[src/rtl/issue_scheduler.sv]
// Single-issue arbiter across the int/ls/mul/div queues. It reserves each grant's fixed-latency
// CDB writeback slot up front, so results never collide on the CDB.
module issue_scheduler #(
    parameter int unsigned INT_LAT = 1,
    parameter int unsigned LS_LAT  = 2,
    parameter int unsigned MUL_LAT = 4,
    parameter int unsigned DIV_LAT = 6
) (
    input  logic       clk,
    input  logic       rst_n,
    input  logic       flush,
    input  logic       ready_int,
    input  logic       ready_ls,
    input  logic       ready_mul,
    input  logic       ready_div,
    output logic       issue_int,
    output logic       issue_ls,
    output logic       issue_mul,
    output logic       issue_div,
    output logic       cdb_valid,
    output logic [1:0] cdb_unit
);

    localparam int unsigned CNT_W = (DIV_LAT > 1) ? $clog2(DIV_LAT) : 1;

    logic [DIV_LAT:0]      r_res;
    logic [DIV_LAT:0][1:0] r_own;
    logic [CNT_W-1:0]      r_div_cnt;
    logic                  r_rr;

    logic [DIV_LAT:0]      w_res_nxt;
    logic [DIV_LAT:0][1:0] w_own_nxt;
    logic [CNT_W-1:0]      w_div_cnt_nxt;
    logic                  w_rr_nxt;

    logic w_elig_int, w_elig_ls, w_elig_mul, w_elig_div;
    logic w_gnt_int, w_gnt_ls, w_gnt_mul, w_gnt_div;
    logic w_int_ls_free;

    // rst_n gates eligibility so no grant leaks out while reset is held
    always_comb begin
        w_elig_int = ready_int & ~r_res[INT_LAT] & ~flush & rst_n;
        w_elig_ls  = ready_ls  & ~r_res[LS_LAT]  & ~flush & rst_n;
        w_elig_mul = ready_mul & ~r_res[MUL_LAT] & ~flush & rst_n;
        w_elig_div = ready_div & ~r_res[DIV_LAT] & ~flush & rst_n & (r_div_cnt == '0);

        w_int_ls_free = ~w_elig_div & ~w_elig_mul;
        w_gnt_div     = w_elig_div;
        w_gnt_mul     = w_elig_mul & ~w_elig_div;
        w_gnt_int     = w_int_ls_free & w_elig_int & (~w_elig_ls | ~r_rr);
        w_gnt_ls      = w_int_ls_free & w_elig_ls  & (~w_elig_int | r_rr);
    end

    assign issue_int = w_gnt_int;
    assign issue_ls  = w_gnt_ls;
    assign issue_mul = w_gnt_mul;
    assign issue_div = w_gnt_div;

    always_comb begin
        w_res_nxt     = {1'b0, r_res[DIV_LAT:1]};
        w_own_nxt     = {2'b00, r_own[DIV_LAT:1]};
        w_div_cnt_nxt = r_div_cnt;
        w_rr_nxt      = r_rr;

        // The shifted-in slot at L-1 is known free, since eligibility checked res[L]
        if (w_gnt_int) begin
            w_res_nxt[INT_LAT-1] = 1'b1;
            w_own_nxt[INT_LAT-1] = 2'd0;
            w_rr_nxt             = 1'b1;
        end
        if (w_gnt_ls) begin
            w_res_nxt[LS_LAT-1] = 1'b1;
            w_own_nxt[LS_LAT-1] = 2'd1;
            w_rr_nxt            = 1'b0;
        end
        if (w_gnt_mul) begin
            w_res_nxt[MUL_LAT-1] = 1'b1;
            w_own_nxt[MUL_LAT-1] = 2'd2;
        end

        if (w_gnt_div) begin
            w_res_nxt[DIV_LAT-1] = 1'b1;
            w_own_nxt[DIV_LAT-1] = 2'd3;
            w_div_cnt_nxt        = CNT_W'(DIV_LAT - 1);
        end else if (r_div_cnt != '0) begin
            w_div_cnt_nxt = r_div_cnt - CNT_W'(1);
        end
    end

    always_ff @(posedge clk or negedge rst_n) begin
        if (!rst_n) begin
            r_res     <= '0;
            r_own     <= '0;
            r_div_cnt <= '0;
            r_rr      <= 1'b0;
        end else begin
            r_res     <= w_res_nxt;
            r_own     <= w_own_nxt;
            r_div_cnt <= w_div_cnt_nxt;
            r_rr      <= w_rr_nxt;
        end
    end

    assign cdb_valid = r_res[0];
    assign cdb_unit  = r_own[0];

endmodule

[config.mk]
export PLATFORM = sky130hd
export DESIGN_NAME = issue_scheduler
export DESIGN_NICKNAME = d
export VERILOG_FILES = /design/src/rtl/issue_scheduler.sv
export SDC_FILE = /design/constraint.sdc
export NUM_CORES = 1
export LEC_CHECK = 0
export BUFFER_PORTS_ARGS = -buffer_cell sky130_fd_sc_hd__buf_2
export CAP_MARGIN = 15
export CORE_AREA = 2 2 39 41
export DETAILED_ROUTE_END_ITERATION = 10
export DIE_AREA = 0 0 41 43
export MAX_ROUTING_LAYER = met4
export PLACE_DENSITY = 0.83
export SLEW_MARGIN = 20
export SYNTH_ARGS = -nofsm -noshare
export SYNTH_HDL_FRONTEND = slang
export SYNTH_SLANG_ARGS = --single-unit
[constraint.sdc]
create_clock -name clk -period 3 [get_ports clk]
set_input_delay 0 -clock clk [delete_from_list [all_inputs] [get_ports clk]]
set_output_delay 0 -clock clk [all_outputs]
set_load 0.005 [all_outputs]
==> results of run 1 <==
[power by group]
| part | switching [mW] | total (mW) | leakage [nW] | internal (mW) |
|---|---|---|---|---|
| Combinational | 0.0629 | 0.125 | 0.176 | 0.0619 |
| Clock | 0.0681 | 0.142 | 0.0210 | 0.0739 |
| Sequential | 0.0220 | 0.276 | 0.209 | 0.254 |
[worst max-delay path, cell delays in order]
cell and delay [ns]:
sky130_fd_sc_hd__dlygate4sd3_1 0.52, sky130_fd_sc_hd__buf_2 0.36, sky130_fd_sc_hd__nand3b_1 0.21, sky130_fd_sc_hd__o211a_1 0.30
sky130_fd_sc_hd__and2_2 0.17, sky130_fd_sc_hd__buf_2 0.12
[area by class of cell]
type,count,area share [%]
inverter,2,0.969
sequential,16,51.7
multi-input combinational,30,30.4
clock buffer,4,4.68
tap,16,2.58
timing repair buffer,14,9.69
[final timing paths]
| path | from | to | slack (ns) | cells past startpoint |
|---|---|---|---|---|
| worst max-delay path | rst_n | issue_int | 1.32 | 6 |
| worst min-delay path | ready_mul | r_own[7]$_DFF_PN0_ | 0.08 | 3 |
| worst max register to register | r_div_cnt[0]$_DFFE_PN0P_ | r_rr$_DFFE_PN0P_ | 1.52 | 5 |
| worst min register to register | r_own[6]$_DFF_PN0_ | r_own[4]$_DFF_PN0_ | 0.36 | 0 |
| max in group asynchronous | rst_n | r_own[5]$_DFF_PN0_ | 2.55 | 2 |
| min in group asynchronous | rst_n | r_div_cnt[2]$_DFFE_PN0P_ | 0.16 | 2 |
[per-layer routing]
layer	GRT usage [%]	vias to the layer above	wire, um
met3	3.66	5	89
li1	-	211	-
met1	21.1	201	495
met5	-	-	0
met4	8.00	0	25
met2	19.4	22	401
[cells by family (layout without fill, tap and decap cells)]
group	Yosys count	after routing	share of synthesized area, %
simple gates	14	14	16.2
flops	16	16	60.1
compound gates	13	13	13.7
mux	1	1	1.69
fa+ha+maj	2	2	3.76
buf+inv	6	20	4.51
[flip-flops by register name, indices dropped and copies added (netlist names)]
| register | flops |
|---|---|
| r_own | 8 |
| r_div_cnt | 3 |
| cdb_unit | 2 |
| r_res | 2 |
| r_rr | 1 |
[metrics by stage]
stage	power (mW)	std cells	area (um^2)	utilization [%]	setup slack (ns)
6_report	0.543	82	774	56.0	1.32
5_1_grt	0.579	82	774	56.0	1.12
4_1_cts	0.545	82	774	56.0	1.28
3_5_place_dp	0.406	77	728	52.6	1.54
3_3_place_gp	0.396	77	728	52.6	1.59
2_1_floorplan	0.373	52	666	-	1.63
[layout by cell type (no fill, tap or decap), drive strengths merged, types with 2 or more instances in the layout]
cell    count
a21boi      2
a21oi       4
and4bb      2
buf        13
clkbuf      4
dfrtp      16
ha          2
inv         2
nor2        3
nor2b       2
o21bai      3
[Yosys cell counts]
cell type | instances | area (um^2)
sky130_fd_sc_hd__dfrtp_1 | 16 | 400
sky130_fd_sc_hd__a21oi_1 | 4 | 20.0
sky130_fd_sc_hd__nor2_1 | 3 | 11.3
sky130_fd_sc_hd__o21bai_1 | 3 | 22.5
sky130_fd_sc_hd__a21boi_0 | 2 | 15.0
sky130_fd_sc_hd__and4bb_2 | 2 | 25.0
sky130_fd_sc_hd__buf_4 | 2 | 15.0
sky130_fd_sc_hd__clkbuf_1 | 2 | 7.51
sky130_fd_sc_hd__ha_1 | 2 | 25.0
sky130_fd_sc_hd__inv_1 | 2 | 7.51
sky130_fd_sc_hd__nor2b_1 | 2 | 12.5
sky130_fd_sc_hd__a211oi_1 | 1 | 7.51
sky130_fd_sc_hd__a21o_2 | 1 | 8.76
sky130_fd_sc_hd__and2_2 | 1 | 7.51
sky130_fd_sc_hd__and3b_2 | 1 | 10.0
sky130_fd_sc_hd__mux2_2 | 1 | 11.3
sky130_fd_sc_hd__nand2_1 | 1 | 3.75
sky130_fd_sc_hd__nand2b_4 | 1 | 13.8
sky130_fd_sc_hd__nand3b_1 | 1 | 7.51
sky130_fd_sc_hd__nand4bb_1 | 1 | 11.3
sky130_fd_sc_hd__nor3_1 | 1 | 5.00
sky130_fd_sc_hd__o211a_1 | 1 | 10.0
sky130_fd_sc_hd__o211ai_1 | 1 | 7.51
[timing repair]
action | in CTS | in global routing
setup buffers | 0 | 0
endpoints found under the hold margin | 16 | 0
hold buffers | 1 | 0
==> flow_results.org, run 1 <==
** Clock tree
- CTS built an H-tree with a depth of 1.
- Maximum number of buffers from clock root to sink :: 2
- CTS root buf :: sky130_fd_sc_hd__clkbuf_4
- Total clock buffers created by CTS :: 3
- After clock tree synthesis, the repair step resized 0 gates.
- TritonCTS clock tree :: done
- CTS sink cnt :: 16
- Clock-pin slew was measured on the worst setup and hold paths at about 0.1 ns.
- Worst skew pair latency :: approximately 0.29 ns

** Detailed routing
- Summed over all layers, the routed wires come to between 1 and 1.5 mm.
- Before antenna repair, the detailed router went through 4 iterations.
- Iter 0 DRT Violations :: 7
- Drt wl/cell :: between 10 and 15 um
- DRC :: 0
- Dividing the detail-routed via count by the number of cells gives around 5.4.
- Final antenna-violating net count :: 0
- Across all layers, the routed design uses approximately 440 vias.

** Pwr
- Maximum vdd ir drop :: between 0.4 and 0.5 mV
- Leakage power summed over all cells :: approximately 0.4 nW
- Power density normalized to cell area :: between 700 and 800 nW/um^2

** Global routing
- The number of global-route vias before repair is 403.
- Entering global routing, the biggest net connects 22 pins.
- The number of antenna violations at the first check in global routing was 0.
- Global routing usage summed across all routing layers :: 14.9%
- The first global-routing pass estimated 1.70 mm of wire.
- For this run the aggregate overflow at the end of global routing stands at 0.

** Flow run
- Count of max-cap constraint violations :: 0

** Yosys
- Average cell area after synthesis :: about 13 um^2
- Yosys warns :: 0
- The cell area that synthesis handed to floorplanning was ~670 um^2.
- Seq cells post-synth :: 16
- The number of nets handed over by synthesis was between 60 and 70.
- Synthesized netlist cell count :: 52
- Post-synthesis cell type count :: 23
- Sequential elements use about 60% of the synthesized area.

** STA
- Min Tclk post-route :: roughly 1.7 ns
- Setup repair after global routing missed its margin :: no
- Static timing analysis puts the maximum clock frequency at roughly 590 MHz.
- Summed over all failing endpoints, the final setup total negative slack is 0 ns.
- Fin. Hold Viols :: 0
- Relative slew slack :: 73.3%
- Between clock sinks in the finished design, the worst skew comes to between 0.006 and 0.007 ns.
- Worst hold margin :: about 0.081 ns
- Slew Viols, Final :: 0
- Setup violations remaining at the end of the flow were counted as 0.
- Pin slew with the least headroom to its limit :: 0.401 ns
- The worst path uses 56.2% of the clock period.

** Layout
- After filler insertion, the fill cell instance count of the layout stands at 121.
- In the final layout, the multi-input gates occupy roughly 240 um^2.
- Share of post-route cells with drive strength above 1 :: between 30% and 40%
- N_diodes :: 0
- Summing all flip-flop and latch instances after layout gives 400 um^2.
- Post-layout net count :: between 70 and 80
- Compared with the post-synthesis result, the final layout area differs by 16.4%.

** Placed design
- The count of buffers added on input and output ports is 13.
- Global placement routability congestion :: just over 0.7
- Detailed placement ended at an HPWL of around 730 um.

** Worst setup path
- Kind of start point of the critical path :: primary input
- For the worst setup path, the data required time is roughly 3.0 ns.
- Along the worst path, the maximum fanout reaches 21.
- Crit end category :: output port
- The setup path with the least slack is of type primary input to output port.
- Data arrival time of the critical path :: roughly 1.7 ns

** Floorplanning
- Initial Util :: between 40% and 50%
- The floorplan has 14 rows.
- Die outline area :: ~1800 um^2
- Number of top-level design ports :: 14
- In this run the standard cell core region covers about 1400 um^2.
- Vertical die dimension :: around 43 um
- From left edge to right edge, the die measures 41 um.

** Status
- The run finished with clean final reports.

** Worst hold path
- The tightest min-delay check is of the primary input to flip-flop type.
Power figures use the tool's default switching activity.
==> inputs of run 2 (changes only) <==
Settings changed: CORE_AREA 2 2 39 41 to unset, CORE_MARGIN set to 2, CORE_UTILIZATION set to 45, DIE_AREA 0 0 41 43 to unset, PLACE_DENSITY 0.83 to 0.79.
Clock period 3 ns to 1.4 ns, I/O delays scaled along.
==> run 2 against run 1 <==
  * The run now ends with negative setup slack left
  * Sequential power up 120%
  * Critical path type is now flip-flop to output port
  * Via count up 8.0%
  * Sequential cell count unchanged
==> flow_results.org, run 2 (same netlist as run 1, synthesis figures left out) <==
** Worst setup path
- At the worst endpoint, the required time is approximately 1.4 ns.
- Maximum fanout encountered on the critical timing path :: 3
- STA classifies the critical path endpoint as an output port.
- Kind of start point of the critical path :: flip-flop
- Classification of the worst setup path :: flip-flop to output port
- The startpoint identified for the worst register-to-register timing path is r_div_cnt[0]$_DFFE_PN0P_.
- Family of cells with the greatest summed delay on the critical path :: flip-flops
- The critical path goes through inv_2 -> ha_4 -> nand2b_4 -> o211a_4 -> and2_4 -> buf_6.
- Worst path slowest cell :: sky130_fd_sc_hd__dfrtp_1
- The worst register-to-register path has a depth of 7.
- Logic depth of the worst setup path including buffers :: 6
- In this run the register-to-register setup slack is -0.03 ns.
- Data arrival time of the critical path :: about 1.5 ns
- The endpoint identified for the worst register-to-register timing path is r_div_cnt[2]$_DFFE_PN0P_.
- Critical path buffers and inverters :: 2
- The largest single stage delay on the critical path is approximately 0.40 ns.

** Detailed routing
- Summing over every cut layer, the via total after detailed routing is about 470.
- For this run, design rule violations remaining after detail routing come to 0.
- The pre-antenna-repair detailed-routing pass consisted of 4 iterations.
- The routed design has between 1 and 1.5 mm of wire.
- For this block, the initial DRC count from the detailed router was 7.
- After detailed routing, the number of vias per cell comes to approximately 5.3.
- Final antenna-violating net count :: 0
- After detailed routing, the average wire length per cell comes to 14.4 um.

** Pwr
- The worst-case IR drop observed on VDD is approximately 0.7 mV.
- The analysis attributes to cell leakage a power of ~0.44 nW.
- Internal Pwr Total :: 0.939 mW
- Sequential power share :: 44.9%
- In this run the power density over the cells is roughly 1500 nW/um^2.
- Power share of the combinational group :: roughly a third
- Clock share of power :: approximately 23%
- Switching part of the total power :: 30.0%
- For this design the total switching power over the nets is 0.403 mW.

** STA
- Counting I/O delays and the setup requirement, the final critical path takes around 1.5 ns.
- Based on the critical path, the design can be clocked at up to 681 MHz.
- Final clock skew :: around 0.015 ns
- For the pin with the worst max-slew slack, the measured transition is 0.281 ns.
- Slew Viols, Final :: 0
- Fin. Hold Viols :: 0
- Setup slack on the critical path of the routed design comes to -0.0674 ns.
- Relative slew slack :: 81.2%
- The final critical path takes up 105% of the cycle.
- Setup repair after global routing could not meet its margin everywhere.
- Setup violations, final :: 6

** Global routing
- Global routing used between 15 and 20% of the available tracks across all layers.
- Remaining global-route overflow :: 0
- Entering global routing, the biggest net connects 13 pins.
- The number of antenna violations at the first check in global routing is 0.
- Vias in the first global route :: roughly 500
- The first global-routing pass estimated between 2 and 2.5 mm of wire.

** Placed design
- Summing all placed instances gives a cell area of between 700 and 800 um^2.
- At the end of routability-driven placement, the weighted congestion stood at approximately 0.82.
- Quantity of I/O buffers inserted on ports :: 13
- DP Cell Count :: 79

** Layout
- Share of post-route cells with drive strength above 1 :: 51.4%
- The top cell types in the final layout, fill and taps aside, are sky130_fd_sc_hd__dfrtp_1, sky130_fd_sc_hd__buf_2, sky130_fd_sc_hd__buf_4.
- The repair_antennas step left the layout with diodes totalling 0.
- The register with the most flip-flops in the layout has 8 of them.
- Post-route standard cell area excluding fillers :: between 800 and 900 um^2
- Biggest register :: r_own
- Compared with the post-synthesis result, the final layout area differs by 31.8%.
- Post-layout net count :: between 80 and 90
- Leading cell type in the layout, fill and taps excluded :: sky130_fd_sc_hd__dfrtp_1
- Largest registers ranked by flip-flop count :: r_own x8, r_div_cnt x3
- Final std cells w/o fill :: 89

** Floorplanning
- In this run the standard cell core region covers ~1300 um^2.
- The initial utilization of the core area, before any placement, comes to about 50%.
- The die is approximately 42 um tall.
- Die width :: ~42 um
- The floorplan has 13 rows.
- In this run the count of I/O pins placed on the die edge is 14.
- Die outline area :: roughly 1800 um^2

** Status
- Run status :: finished, violations left
- The checks that failed: negative setup slack.

** Worst hold path
- Number of cells traversed by the worst hold path :: 3
- Worst hold path type :: primary input to flip-flop
- The startpoint identified for the worst hold timing path is ready_div.
- For hold timing, the worst endpoint is r_own[10]$_DFF_PN0_.

** Clock tree
- CTS sink cnt :: 16
- TritonCTS built the clock tree.
- In this run the deepest clock path goes through 2 buffers.
- The tree is rooted in a sky130_fd_sc_hd__clkbuf_4.
- Register clock-pin slew on the reported worst setup and hold paths :: 0.10 ns
- The later pin in the worst-skew pair is clocked with a latency of about 0.29 ns.
- The number of clock buffers added by TritonCTS is 3.
- Maximum level of the CTS H-tree :: 1

** Flow run
- Count of max-cap constraint violations :: 0
-- run 2: per-layer routing --
layer	track usage [%]	wire [um]	up-vias
met5	-	0	-
met4	11.3	28	0
met3	4.31	63	4
met2	25.8	644	14
met1	19.3	549	233
li1	-	-	223
-- run 2: power by group through the flow --
stage	sequential, mW	clock, mW	combinational (mW)
CTS	0.596	0.312	0.383
global route	0.612	0.331	0.490
finish	0.602	0.302	0.438
global placement	0.598	0	0.290
floorplan	0.590	0	0.209
detailed placement	0.599	0	0.305
-- run 2: worst max path at each step --
| stage | start | end | slack, ns |
|---|---|---|---|
| floorplan | r_div_cnt[0]$_DFFE_PN0P_ | r_rr$_DFFE_PN0P_ | 0.03 |
| global placement | r_div_cnt[0]$_DFFE_PN0P_ | r_rr$_DFFE_PN0P_ | 0.04 |
| detailed placement | r_div_cnt[0]$_DFFE_PN0P_ | r_rr$_DFFE_PN0P_ | -0.008 |
| CTS | r_div_cnt[0]$_DFFE_PN0P_ | issue_int | -0.05 |
| global route | r_div_cnt[0]$_DFFE_PN0P_ | issue_ls | -0.15 |
| finish | r_div_cnt[1]$_DFFE_PN0P_ | issue_int | -0.07 |
-- run 2: stage by stage --
stage | setup TNS, ns | setup WS (ns) | hold WS (ns) | power [mW] | utilization, %
floorplan | 0 | 0.0254 | -0.296 | 0.799 | -
global placement | 0 | 0.0373 | -0.151 | 0.888 | 56.2
detailed placement | -0.00756 | -0.00756 | -0.155 | 0.904 | 56.2
CTS | -0.121 | -0.0543 | 0.126 | 1.29 | 64.5
global route | -0.686 | -0.145 | 0.142 | 1.43 | 65.8
finish | -0.222 | -0.0674 | 0.146 | 1.34 | 65.8
-- run 2: worst min-delay path, cell delays in order --
cell and delay, ns:
sky130_fd_sc_hd__buf_2 0.10, sky130_fd_sc_hd__nand3b_1 0.22, sky130_fd_sc_hd__nor2_4 0.06
-- run 2: layout make-up --
| class | count | area, um^2 |
|---|---|---|
| Tap cell | 15 | 18.8 |
| Clock buffer | 4 | 36.3 |
| Multi-Input combinational cell | 30 | 269 |
| Sequential cell | 16 | 400 |
| Fill cell | 108 | 457 |
| Inverter | 2 | 7.51 |
| Timing Repair Buffer | 22 | 145 |
-- run 2: what timing repair did --
item	4_1_cts	5_1_grt
setup endpoints to repair	5	7
pin swaps	4	4
hold endpoints to repair	16	0
setup buffers	4	1
gates resized for setup	9	3
hold buffers	1	0
==> inputs of run 3 (changes only) <==
==> constraint.sdc (replaced) <==
create_clock -name clk -period 1.4 [get_ports clk]
set_input_delay 0.14 -clock clk [delete_from_list [all_inputs] [get_ports clk]]
set_output_delay 0.14 -clock clk [all_outputs]
set_load 0.005 [all_outputs]
==> run 3 against run 2 <==
  * The flow still finishes with violations (negative setup slack)
  * Sequential share of layout area is 4.7 points lower
  * Cell count is 10% higher
  * Combinational power is 37% higher
  * Maximum frequency is 9.9% lower
  * Design area is 11% higher
  * Global-route usage is 2.9 points higher
==> flow_results.org, run 3 (same netlist as run 1, synthesis figures left out) <==
** Worst hold path
- Along the worst hold path, the cell count comes to 3.
- The path class of the tightest hold or removal check is primary input to flip-flop.
- Startpoint of the tightest hold check path :: ready_mul
- Min-Delay Endpoint :: r_own[7]$_DFF_PN0_

** Worst setup path
- FF-to-FF setup slack :: -0.16 ns
- Crit end category :: output port
- At the worst endpoint, the required time is between 1 and 1.5 ns.
- The worst setup path is of the flip-flop to output port kind.
- The largest individual stage delay along the critical path comes from the cell sky130_fd_sc_hd__dfrtp_1.
- Along the worst path, the maximum fanout reaches 4.
- Traced cell by cell, the critical path runs through inv_2 -> ha_4 -> nand2b_4 -> o211a_4 -> and2_4 -> buf_6.
- Kind of start point of the critical path :: flip-flop
- Worst R2R End :: r_rr$_DFFE_PN0P_
- Critical Path Max Stage Delay :: ~0.42 ns
- The worst register-to-register path begins at r_div_cnt[1]$_DFFE_PN0P_.
- Critical path buffers and inverters :: 2
- Worst-case reg-to-reg path depth :: 7
- Data on the critical path arrives at its endpoint at around 1.5 ns.
- The cell family contributing the most delay on the critical path is flip-flops.

** Clock tree
- CTS sink cnt :: 16
- After clock tree synthesis, the clock-pin slew on the worst setup and hold paths is 0.10 ns.
- Clock tree synthesis selected as its root buffer the cell sky130_fd_sc_hd__clkbuf_4.
- Worst skew pair latency :: 0.29 ns
- The number of clock buffers added by TritonCTS is 3.
- In this run the deepest clock path goes through 2 buffers.
- TritonCTS built the clock tree.
- CTS built an H-tree with a depth of 1.

** STA
- Setup violations remaining at the end of the flow were counted as 8.
- The count of pins over their slew limit came to 0.
- For the pin with the worst max-slew slack, the measured transition is roughly 0.3 ns.
- Relative slew slack :: 80.1%
- Timing-limited maximum frequency :: 614 MHz
- Final clock skew :: 0.0126 ns
- Setup repair after global routing could not meet its margin everywhere.
- After routing, the total negative slack on setup checks comes to -1.19 ns.
- Share of the clock period used by the worst path :: 116%
- Fin. Hold Viols :: 0
- Min Tclk post-route :: ~1.6 ns
- Across all setup checks in the final design, the least slack found is -0.229 ns.

** Floorplanning
- Die width :: around 42 um
- The core region is 1330 um^2.
- Vertical die dimension :: approximately 42 um
- Number of top-level design ports :: 14
- Row count :: 13
- For this configuration, the core starts out at a cell density of between 40% and 50%.
- Die outline area :: 1800 um^2

** Layout
- Highest-count cells in the layout ignoring fill and taps :: sky130_fd_sc_hd__dfrtp_1, sky130_fd_sc_hd__buf_4, sky130_fd_sc_hd__buf_2
- Leading cell type in the layout, fill and taps excluded :: sky130_fd_sc_hd__dfrtp_1
- The register with the most flip-flops in the layout has 8 of them.
- N_diodes :: 0
- Biggest register :: r_own
- For this run, the post-layout net count is 93.
- Share of post-route cells with drive strength above 1 :: 62.7%
- The largest registers in the layout are r_own x8, r_div_cnt x3.
- The area growth from synthesis to layout is 46.8%.

** Pwr
- Internal Pwr Total :: 1.04 mW
- Sequential cells account for between 30% and 40% of the total power.
- Dividing total power by cell area gives a power density of between 1500 and 2000 nW/um^2.
- IR analysis of the VDD net gives a maximum drop of 1.09 mV.
- Leakage power summed over all cells :: about 0.49 nW
- Switching part of the total power :: roughly 31%
- The design draws approximately 1.5 mW.
- NetSw :: ~0.47 mW
- Power share of the combinational group :: 39.6%
- The clock network is responsible for about a fifth of the overall power.

** Detailed routing
- After detailed routing, the number of remaining DRC violations is 0.
- The first detailed-routing pass ran for 4 iterations.
- Drt wl/cell :: around 17 um
- After detailed routing, the number of vias per cell comes to around 5.5.
- For this block, the routed nets add up to around 1.6 mm of wire.
- Iter 0 DRT Violations :: 9
- Across all layers, the routed design uses about 540 vias.
- In this run the remaining antenna-violating nets after routing total 0.

** Status
- Run status :: finished, violations left
- Violations in the final reports :: negative setup slack

** Placed design
- Timing analysis after detailed placement gives a worst setup slack of -0.0428 ns.
- HPWL Detailed :: around 950 um
- Routability-driven placement finished with a final weighted congestion of 0.780.
- Quantity of I/O buffers inserted on ports :: 13

** Global routing
- Global routing usage summed across all routing layers :: about a fifth
- The number of antenna violations at the first check in global routing came to 0.
- Summed over all layers, the global routing overflow is 0.
- First-pass GRT wire length :: between 2 and 2.5 mm
- The number of global-route vias before repair came to 537.
- Pin count of the biggest net entering global routing :: 10

** Flow run
- Max-cap violations in this run came to 0.
[run 3: final cells by class]
| class | count | area (um^2) |
|---|---|---|
| sequential | 16 | 400 |
| fill | 90 | 357 |
| clock buffer | 4 | 36.3 |
| tap | 15 | 18.8 |
| timing repair buffer | 31 | 220 |
| inverter | 2 | 7.51 |
| multi-input combinational | 30 | 294 |
[run 3: what timing repair did]
| item | 4_1_cts | 5_1_grt |
|---|---|---|
| setup endpoints to repair | 9 | 12 |
| pin swaps | 6 | 8 |
| setup buffers | 6 | 4 |
| hold buffers | 1 | 0 |
| resized for setup | 11 | 10 |
| endpoints found under the hold margin | 16 | 0 |
[run 3: per-layer routing]
layer	vias to the layer above	GRT usage [%]	wire, um
met5	-	-	0
met2	28	32.3	848
met4	0	15.0	79
met3	8	3.45	102
met1	259	20.9	610
li1	243	-	-
[run 3: per-stage QoR]
stage	area [um^2]	hold WS, ns	cells	util, %
global route	977	0.285	98	73.3
detailed placement	787	-0.0262	84	59.0
CTS	917	0.263	95	68.8
finish	977	0.266	98	73.3
floorplan	666	-0.156	52	-
global placement	787	-0.0285	84	59.0
[run 3: how the worst max path moves through the flow]
stage,start,end,slack [ns],depth (start not counted)
2_1_floorplan,r_div_cnt[0]$_DFFE_PN0P_,r_rr$_DFFE_PN0P_,0.03,5
3_3_place_gp,r_div_cnt[1]$_DFFE_PN0P_,issue_int,0.02,6
3_5_place_dp,r_div_cnt[0]$_DFFE_PN0P_,issue_int,-0.04,6
4_1_cts,r_div_cnt[1]$_DFFE_PN0P_,issue_int,-0.21,6
5_1_grt,r_div_cnt[1]$_DFFE_PN0P_,issue_int,-0.27,6
6_report,r_div_cnt[1]$_DFFE_PN0P_,issue_int,-0.23,6
[run 3: worst register-to-register path, stage by stage, from the launching register on]
cell and delay, ns:
sky130_fd_sc_hd__dfrtp_1 0.42, sky130_fd_sc_hd__inv_2 0.09, sky130_fd_sc_hd__ha_4 0.14, sky130_fd_sc_hd__nand2b_4 0.07
sky130_fd_sc_hd__o211a_4 0.24, sky130_fd_sc_hd__buf_4 0.13, sky130_fd_sc_hd__buf_6 0.11, sky130_fd_sc_hd__mux2_2 0.25
[run 3: power groups by stage]
stage,Combinational (mW),Clock (mW),Sequential [mW]
after floorplan,0.209,0,0.590
after global placement,0.323,0,0.594
after detailed placement,0.343,0,0.599
after CTS,0.476,0.315,0.597
after global routing,0.651,0.336,0.611
final,0.599,0.310,0.603
